`src/rtl/systolic_mm_sequencer_if.sv`:
```
// ============================================================================
// systolic_mm_sequencer_if : job handshake, operand, feeder and result bus
// Revision 1.0
// ============================================================================
`default_nettype none

interface systolic_mm_sequencer_if #(
    parameter int WIDTH     = 4,
    parameter int N         = 3,
    parameter int ACC_WIDTH = 10
);
    logic                     START_VALID;
    logic                     START_READY;
    logic [N*N*WIDTH-1:0]     A_IN;
    logic [N*N*WIDTH-1:0]     B_IN;
    logic                     ABORT;
    logic [N*N*WIDTH-1:0]     A_HELD;
    logic [N*N*WIDTH-1:0]     B_HELD;
    logic                     FEED_RST_N;
    logic                     FEED_ENABLE;
    logic [N*N*ACC_WIDTH-1:0] C_IN;
    logic [N*N*ACC_WIDTH-1:0] C_OUT;
    logic                     C_VALID;
    logic                     C_READY;
    logic                     BUSY;
    logic [7:0]               JOB_COUNT;

    modport master (
        output START_VALID, A_IN, B_IN, ABORT, C_IN, C_READY,
        input  START_READY, A_HELD, B_HELD, FEED_RST_N, FEED_ENABLE,
               C_OUT, C_VALID, BUSY, JOB_COUNT
    );

    modport slave (
        input  START_VALID, A_IN, B_IN, ABORT, C_IN, C_READY,
        output START_READY, A_HELD, B_HELD, FEED_RST_N, FEED_ENABLE,
               C_OUT, C_VALID, BUSY, JOB_COUNT
    );
endinterface

`default_nettype wire

```
`src/rtl/systolic_mm_sequencer.sv`:
```
// ============================================================================
// systolic_mm_sequencer : job controller for the NxN systolic matrix multiply
// Revision 1.0
// ============================================================================
`default_nettype none

module systolic_mm_sequencer #(
    parameter int WIDTH          = 4,
    parameter int N              = 3,
    parameter int ACC_WIDTH      = 10,
    parameter int COMPUTE_CYCLES = 10
) (
    input  logic                   CLK,
    input  logic                   RST,
    systolic_mm_sequencer_if.slave bus
);
    localparam int OPW   = N * N * WIDTH;
    localparam int CW    = N * N * ACC_WIDTH;
    localparam int CNT_W = $clog2(COMPUTE_CYCLES + 1);
    localparam logic [CNT_W-1:0] CNT_LAST = CNT_W'(COMPUTE_CYCLES - 1);

    typedef enum logic [2:0] {
        S_IDLE    = 3'd0,
        S_LOAD    = 3'd1,
        S_COMPUTE = 3'd2,
        S_CAPTURE = 3'd3,
        S_DONE    = 3'd4
    } state_t;

    state_t           state_q, state_d;
    logic [CNT_W-1:0] cnt_q, cnt_d;
    logic [OPW-1:0]   a_held_q, a_held_d;
    logic [OPW-1:0]   b_held_q, b_held_d;
    logic [CW-1:0]    c_out_q, c_out_d;
    logic [7:0]       job_cnt_q, job_cnt_d;
    logic             feed_rst_n_q, feed_rst_n_d;

    always_ff @(posedge CLK or negedge RST) begin
        if (!RST) begin
            state_q      <= S_IDLE;
            cnt_q        <= '0;
            a_held_q     <= '0;
            b_held_q     <= '0;
            c_out_q      <= '0;
            job_cnt_q    <= '0;
            feed_rst_n_q <= 1'b0;
        end else begin
            state_q      <= state_d;
            cnt_q        <= cnt_d;
            a_held_q     <= a_held_d;
            b_held_q     <= b_held_d;
            c_out_q      <= c_out_d;
            job_cnt_q    <= job_cnt_d;
            feed_rst_n_q <= feed_rst_n_d;
        end
    end

    always_comb begin
        state_d   = state_q;
        cnt_d     = cnt_q;
        a_held_d  = a_held_q;
        b_held_d  = b_held_q;
        c_out_d   = c_out_q;
        job_cnt_d = job_cnt_q;
        case (state_q)
            S_IDLE: begin
                if (bus.START_VALID) begin
                    a_held_d = bus.A_IN;
                    b_held_d = bus.B_IN;
                    state_d  = S_LOAD;
                end
            end
            S_LOAD: begin
                cnt_d   = '0;
                state_d = bus.ABORT ? S_IDLE : S_COMPUTE;
            end
            S_COMPUTE: begin
                if (bus.ABORT) begin
                    state_d = S_IDLE;
                end else begin
                    cnt_d = cnt_q + 1'b1;
                    if (cnt_q == CNT_LAST) begin
                        state_d = S_CAPTURE;
                    end
                end
            end
            S_CAPTURE: begin
                // An abort here must leave the previous result untouched.
                if (bus.ABORT) begin
                    state_d = S_IDLE;
                end else begin
                    c_out_d = bus.C_IN;
                    state_d = S_DONE;
                end
            end
            S_DONE: begin
                if (bus.C_READY) begin
                    state_d   = S_IDLE;
                    job_cnt_d = job_cnt_q + 8'd1;
                end
            end
            default: state_d = S_IDLE;
        endcase
        // Registered from the next state so the clear is a clean one-cycle flop pulse.
        feed_rst_n_d = (state_d != S_LOAD);
    end

    assign bus.START_READY = (state_q == S_IDLE);
    assign bus.BUSY        = (state_q != S_IDLE);
    assign bus.FEED_ENABLE = (state_q == S_COMPUTE);
    assign bus.C_VALID     = (state_q == S_DONE);
    assign bus.FEED_RST_N  = feed_rst_n_q;
    assign bus.A_HELD      = a_held_q;
    assign bus.B_HELD      = b_held_q;
    assign bus.C_OUT       = c_out_q;
    assign bus.JOB_COUNT   = job_cnt_q;

endmodule

`default_nettype wire
```
`src/flat_wrapper.sv`:
```
// flat-port wrapper written by rule: the top's interface ports become plain ports
module systolic_mm_sequencer_flat 
#(
    parameter int WIDTH          = 4,
    parameter int N              = 3,
    parameter int ACC_WIDTH      = 10,
    parameter int COMPUTE_CYCLES = 10
)
  (CLK, RST, bus_START_VALID, bus_A_IN, bus_B_IN, bus_ABORT, bus_C_IN, bus_C_READY, bus_START_READY, bus_A_HELD, bus_B_HELD, bus_FEED_RST_N, bus_FEED_ENABLE, bus_C_OUT, bus_C_VALID, bus_BUSY, bus_JOB_COUNT);
  systolic_mm_sequencer_if #(.WIDTH(WIDTH), .N(N), .ACC_WIDTH(ACC_WIDTH)) bus_i ();
  input  logic CLK;
  input  logic RST;
  input wire logic [$bits(bus_i.START_VALID)-1:0] bus_START_VALID;
  input wire logic [$bits(bus_i.A_IN)-1:0] bus_A_IN;
  input wire logic [$bits(bus_i.B_IN)-1:0] bus_B_IN;
  input wire logic [$bits(bus_i.ABORT)-1:0] bus_ABORT;
  input wire logic [$bits(bus_i.C_IN)-1:0] bus_C_IN;
  input wire logic [$bits(bus_i.C_READY)-1:0] bus_C_READY;
  output wire logic [$bits(bus_i.START_READY)-1:0] bus_START_READY;
  output wire logic [$bits(bus_i.A_HELD)-1:0] bus_A_HELD;
  output wire logic [$bits(bus_i.B_HELD)-1:0] bus_B_HELD;
  output wire logic [$bits(bus_i.FEED_RST_N)-1:0] bus_FEED_RST_N;
  output wire logic [$bits(bus_i.FEED_ENABLE)-1:0] bus_FEED_ENABLE;
  output wire logic [$bits(bus_i.C_OUT)-1:0] bus_C_OUT;
  output wire logic [$bits(bus_i.C_VALID)-1:0] bus_C_VALID;
  output wire logic [$bits(bus_i.BUSY)-1:0] bus_BUSY;
  output wire logic [$bits(bus_i.JOB_COUNT)-1:0] bus_JOB_COUNT;
  assign bus_i.START_VALID = bus_START_VALID;
  assign bus_i.A_IN = bus_A_IN;
  assign bus_i.B_IN = bus_B_IN;
  assign bus_i.ABORT = bus_ABORT;
  assign bus_i.C_IN = bus_C_IN;
  assign bus_i.C_READY = bus_C_READY;
  assign bus_START_READY = bus_i.START_READY;
  assign bus_A_HELD = bus_i.A_HELD;
  assign bus_B_HELD = bus_i.B_HELD;
  assign bus_FEED_RST_N = bus_i.FEED_RST_N;
  assign bus_FEED_ENABLE = bus_i.FEED_ENABLE;
  assign bus_C_OUT = bus_i.C_OUT;
  assign bus_C_VALID = bus_i.C_VALID;
  assign bus_BUSY = bus_i.BUSY;
  assign bus_JOB_COUNT = bus_i.JOB_COUNT;
  systolic_mm_sequencer #(.WIDTH(WIDTH), .N(N), .ACC_WIDTH(ACC_WIDTH), .COMPUTE_CYCLES(COMPUTE_CYCLES)) u_core (.CLK(CLK), .RST(RST), .bus(bus_i));
endmodule
```
`config.mk`:
```
export PLATFORM = sky130hd
export DESIGN_NAME = systolic_mm_sequencer_flat
export DESIGN_NICKNAME = d
export VERILOG_FILES = /design/src/rtl/systolic_mm_sequencer_if.sv /design/src/rtl/systolic_mm_sequencer.sv /design/src/flat_wrapper.sv
export SDC_FILE = /design/constraint.sdc
export NUM_CORES = 1
export LEC_CHECK = 0
export BUFFER_PORTS_ARGS = -buffer_cell sky130_fd_sc_hd__clkbuf_2
export CORE_MARGIN = 2
export CORE_UTILIZATION = 43
export DETAILED_ROUTE_END_ITERATION = 8
export PLACE_DENSITY = 0.86
export RECOVER_POWER = 50
export SETUP_SLACK_MARGIN = 0.1
export SLEW_MARGIN = 10
export SYNTH_ARGS = -nofsm -noshare
export SYNTH_HDL_FRONTEND = slang
export SYNTH_SLANG_ARGS = --single-unit
```
`constraint.sdc`:
```
create_clock -name CLK -period 1.8 [get_ports CLK]
set_clock_uncertainty 0.15 [all_clocks]
set_input_delay 0.27 -clock CLK [delete_from_list [all_inputs] [get_ports CLK]]
set_output_delay 0.27 -clock CLK [all_outputs]
set_load 0.1 [all_outputs]
```
* Yosys cells after proc, flatten, opt, wreduce, memory -nomap -nowiden
Index checks and enable logic that the tools add are counted.
** Word-level totals
- Register bits :: 178
- Input bits :: 167
- Word-level logic and storage cells :: 33
** Cells by class
- Add/subtract/negate cells :: 2
- Equality and inequality tests :: 7
- Muxes and demuxes :: 9
- Bitwise operators :: 1
- Reductions and logical operators :: 7
** Operators with widths (number)
- $mux W3 :: 5
- $pmux W3 S5 :: 1
- $add A8 B1 Y8 const B :: 1
- $pmux W4 S2 :: 1
- $reduce_and A2 Y1 :: 4
- $eq A3 B2 Y1 const B :: 2
- $add A4 B1 Y4 const B :: 1
- $eq A4 B4 Y1 const B :: 1
- $mux W4 :: 1
- $eq A3 B1 Y1 const B :: 1
- $eq A3 B3 Y1 const B :: 1
- $logic_not A3 Y1 :: 1
- $ne A3 B1 Y1 const B :: 1
- $reduce_bool A3 Y1 :: 1
- $mux W2 :: 1
- $ne A2 B2 Y1 const B :: 1
- $reduce_bool A2 Y1 :: 1
- $not A1 Y1 :: 1

* Logic depth before layout (Yosys ltp)
- Depth in word-level cells :: 5
- Gate-level depth with buffers :: 6
- Depth with buffers taken out :: 4

* Worst setup path after synthesis
No wires, ideal clock.
- Path type :: reg2reg
- Start point :: register u_core.state_q[0]
- End point :: register u_core.state_q[2]
- Setup time :: 0.073 ns
- Arrival time :: 3.277 ns
- Data required time :: 1.577 ns
- Path slack :: -1.700 ns
- Cell stages (with the launch flop) :: 5
- Buffers on the path :: 2
- Path through :: dfrtp_1 > buf_6 > clkbuf_1 > nor3b_1 > a21o_1
** Between the ends
- Longest elaborated chain between the ends :: 2
- Elaborated cells on any way between the ends :: 6
- Those cells by class :: 4 x eq/ne; 1 x mux; 1 x reduce/logical
** RTL lines
- start, declared :: line systolic_mm_sequencer.sv:30 : state_t state_q, state_d;
- start signal, assigned :: line systolic_mm_sequencer.sv:48 : state_q <= state_d;
- $eq A3 B3 Y1
- via bus_C_VALID :: line flat_wrapper.sv:25 : output wire logic [$bits(bus_i.C_VALID)-1:0] bus_C_VALID;
- $pmux W3 S5 :: line systolic_mm_sequencer.sv:65 : case (state_q)
- via u_core.state_d[2] :: line systolic_mm_sequencer.sv:30
The timed path passes the listed nets, and every way through them passes these cells.
A chain may end at the register's enable or synchronous reset.

* Final worst setup path
- Start point :: register u_core.state_q[1]
- End point :: register u_core.c_out_q[14], in the netlist u_core.bus.C_OUT[14]
** Between the ends
- Longest elaborated chain between the ends :: 2
** RTL lines
- $eq A3 B2 Y1 :: line systolic_mm_sequencer.sv:65
- $reduce_and A2 Y1 (no line)
- end signal, assigned :: line systolic_mm_sequencer.sv:52 : c_out_q <= c_out_d;
- end, declared :: line systolic_mm_sequencer.sv:34 : logic [CW-1:0] c_out_q, c_out_d;
No other way between the ends.

==> results.md <==
* Run status: finished with violations
* Violated checks: setup timing
* Post-CTS clock slew at the launch and capture registers of the worst setup and hold paths at 0.08 ns
* Area of the multi-input gates at 0.00287 mm²
* Cell with the most instances after synthesis: dfrtp_1
* Setup TNS at -3.67 ns
* Ranking of synthesized cells by instance count: dfrtp_1 (178), mux2_4 (147), mux2_2 (16), buf_6 (11)
* Category of the critical setup timing path: flip-flop to flip-flop
* Die X-Extent at around 140 µm
* Clk Tree Root Cell: clkbuf_16
* Worst slew margin relative to its limit at a little under 20%
* Ratio of cells with drive above 1 in the final layout at about 62%
* # port buffers at around 340
* Type of element capturing the critical path: flip-flop
* Filler cells at 939
* Pin count of the biggest net entering global routing at 48
* Share of Yosys cell area claimed by the top area cell type at ~60%
* Top post-synthesis cells by area: dfrtp_1 (59%), mux2_4 (29%), mux2_2 (2.4%)
* Cell variety after synth at 37
* Count of vias placed by the detailed router at approximately 6000
* Seq/Total Area, Yosys at 59.0%
* Routability cong. at 0.722
* FFs w/ async S/R, synth at 100%
* EDFF count, synth at 0
* Starting density of the core at 43.8%
* Site row count at 48
* Count of warnings emitted by yosys at 0
* Deepest level of the CTS H-tree at 4
* Flops & latches, synth at roughly 180
* Cell family with the largest share of critical-path delay: buffers and inverters
* DR pass1 iterations at 4
* Number of global-route vias before repair at 6640
* Highest clock frequency the design can meet at about 0.53 GHz
* TritonCTS clock tree: done
* Synthesis-to-layout area growth at 69.6%
* Utilization after layout at 74.2%
* Ratio of routed vias to standard cells at 4.88
* IO Count at 342
* Nets in the synthesized netlist at 591
* Area used by sequential logic in the layout at 0.00447 mm²
* Prevailing post-synth register cell: dfrtp_1
* Mean instance size in the synthesized netlist at 17.9 µm²
* Overflow left after global routing at 0
* Number of buffers created by CTS at 17
* Total setup violations reported at the end of the flow at 92
* DRC violations left at 0
* Arrival time of the worst setup path at 2.05 ns
* Minimum setup slack in the final design at -0.0944 ns
* Total Die Area at 0.0186 mm²
* Final layout net count at 1154
* DR iter-0 viols at roughly 240
* Wire length of the first global-routing pass at between 30000 and 40000 µm
* Required time at the worst-slack endpoint at 1.96 ns
* CP Buf/Inv Count at 3
* Final Max Slew Viols at 0
* Library cell with the largest summed area after synthesis: dfrtp_1
* Buffer levels on the longest clock path at 2
* Setup repair after global routing missed its margin: yes
* Count of antenna-violating nets left after detailed routing at 0
* Final critical path time including I/O delays and setup at 1.89 ns
* Detailed-route wire length per cell at 20.8 µm
* Kind of path behind the tightest hold check: primary input to flip-flop
* Worst Tran Pin Value at 1.20 ns
* Critical Path Slowest Stage Cell: dfrtp_2
* Antenna violations before repair at 2
* Clk_lat worst skew at 0.42 ns
* Post-synthesis cell count at between 400 and 500
* Worst-path maximum fanout at 8
* Vertical die dimension at about 140 µm
* Core Box Area at 0.0172 mm²
* Area of the mapped netlist at about 0.0075 mm²
* Overall routing resource usage at 26.6%
* Count of clock tree sinks at 178
* Startpoint type of the worst setup path: flip-flop
* Final hold violation count at 0
* Chain of cells forming the critical path: buf_4 > and2_1 > and2_4 > buf_12 > buf_16 > mux2_4
* Final critical-path share of the clock period at 105%
* Total wire length after detailed routing at between 20000 and 30000 µm
* Total half-perimeter wirelength after legalization and detailed placement at 13400 µm
* Max_cap viols at 0
* Max stage delay on crit path at 0.44 ns
[cell type report]
type                    count  area share (%)
clock inverters            13            1.09
multi-input cells         215            22.4
inverters                   5           0.166
repair buffers            567            35.6
flip-flops and latches    178            34.9
clock buffers              19            3.54
diodes                      2          0.0391
well taps                 225            2.20
[layer usage]
metal  vias to the layer above  wire length (µm)  track usage, %
met5                         -                 0               0
met4                         0              1030            11.9
met3                        77              1490            6.82
met2                       283             13400            47.2
met1                      2993              9580            29.9
li1                       2620                 -               -
[timing repair]
item,4_1_cts,5_1_grt
cloned,11,4
pin swaps,3,4
endpoints found under the hold margin,237,0
resized for setup,91,163
hold buffers,164,0
setup endpoints to repair,192,291
setup buffers,22,6
[placed cells by master, fill, tap and decap left out, types with 2 or more instances in the layout]
cell type and count:
buf_16 8, buf_8 5, mux2_4 161, nand4_1 2, and2_4 2, dfrtp_2 9, o21bai_1 2, ha_1 3
nand2_1 3, buf_6 18, clkbuf_4 62, a21o_1 2, and2_1 2, mux2_2 2, a22o_1 3, inv_1 3
clkbuf_16 21, nand3_1 5, buf_12 20, clkbuf_8 2, dfrtp_1 169, buf_2 94, xnor2_1 7, clkinvlp_4 3
dlygate4sd3_1 164, nor3_1 2, nor3b_4 2, inv_8 3, clkbuf_2 181, buf_4 10, inv_6 5, diode_2 2
[tightest hold or removal path: cells and delay by family]
kind | cells | cell delay [ns]
buf+inv | 2 | 0.24
simple gates | 1 | 0.06
[stage by stage]
| step | hold WS, ns | area (µm²) | instances | worst slack [ns] |
|---|---|---|---|---|
| after global routing | 0.0313 | 12800 | 1224 | -0.148 |
| after CTS | 0.0194 | 12700 | 1217 | -0.111 |
| after detailed placement | 0.0747 | 9630 | 988 | 0.0235 |
| after floorplan | -0.176 | 7590 | 421 | -0.607 |
| after global placement | 0.0810 | 9630 | 988 | 0.0703 |
| final | 0.0391 | 12800 | 1224 | -0.0944 |
[logic make-up after synthesis]
family | Yosys count | synth area share (%)
DFF | 178 | 59.0
AOI/OAI and AO/OA | 12 | 1.23
adders and majority gates | 3 | 0.497
muxes | 163 | 31.6
buffers and inverters | 28 | 4.08
xor gates and xnor gates | 8 | 0.929
and+or+nand+nor | 29 | 2.60
[registers in the layout, indices dropped and copies added (netlist names)]
signal                 count
u_core.bus.C_OUT          90
u_core.bus.FEED_RST_N      1
u_core.state_q             3
u_core.bus.B_HELD         36
u_core.cnt_q               4
u_core.bus.A_HELD         36
u_core.bus.JOB_COUNT       8
[worst paths after layout]
path,from,to,slack [ns],depth (start not counted)
worst max-delay path,u_core.state_q[1]$_DFF_PN0_,u_core.bus.C_OUT[14]$_DFFE_PN0P_,-0.09,6
worst min-delay path,bus_ABORT,u_core.state_q[1]$_DFF_PN0_,0.04,3
worst max register to register,u_core.state_q[1]$_DFF_PN0_,u_core.bus.C_OUT[14]$_DFFE_PN0P_,-0.09,6
worst min register to register,u_core.bus.JOB_COUNT[5]$_DFFE_PN0P_,u_core.bus.JOB_COUNT[5]$_DFFE_PN0P_,0.33,1
max in group asynchronous,RST,u_core.bus.A_HELD[32]$_DFFE_PN0P_,0.11,3
min in group asynchronous,RST,u_core.bus.C_OUT[45]$_DFFE_PN0P_,0.49,2
Power is not shown: default switching activity piles up to over one toggle a cycle in this logic, so the estimate is an artifact.
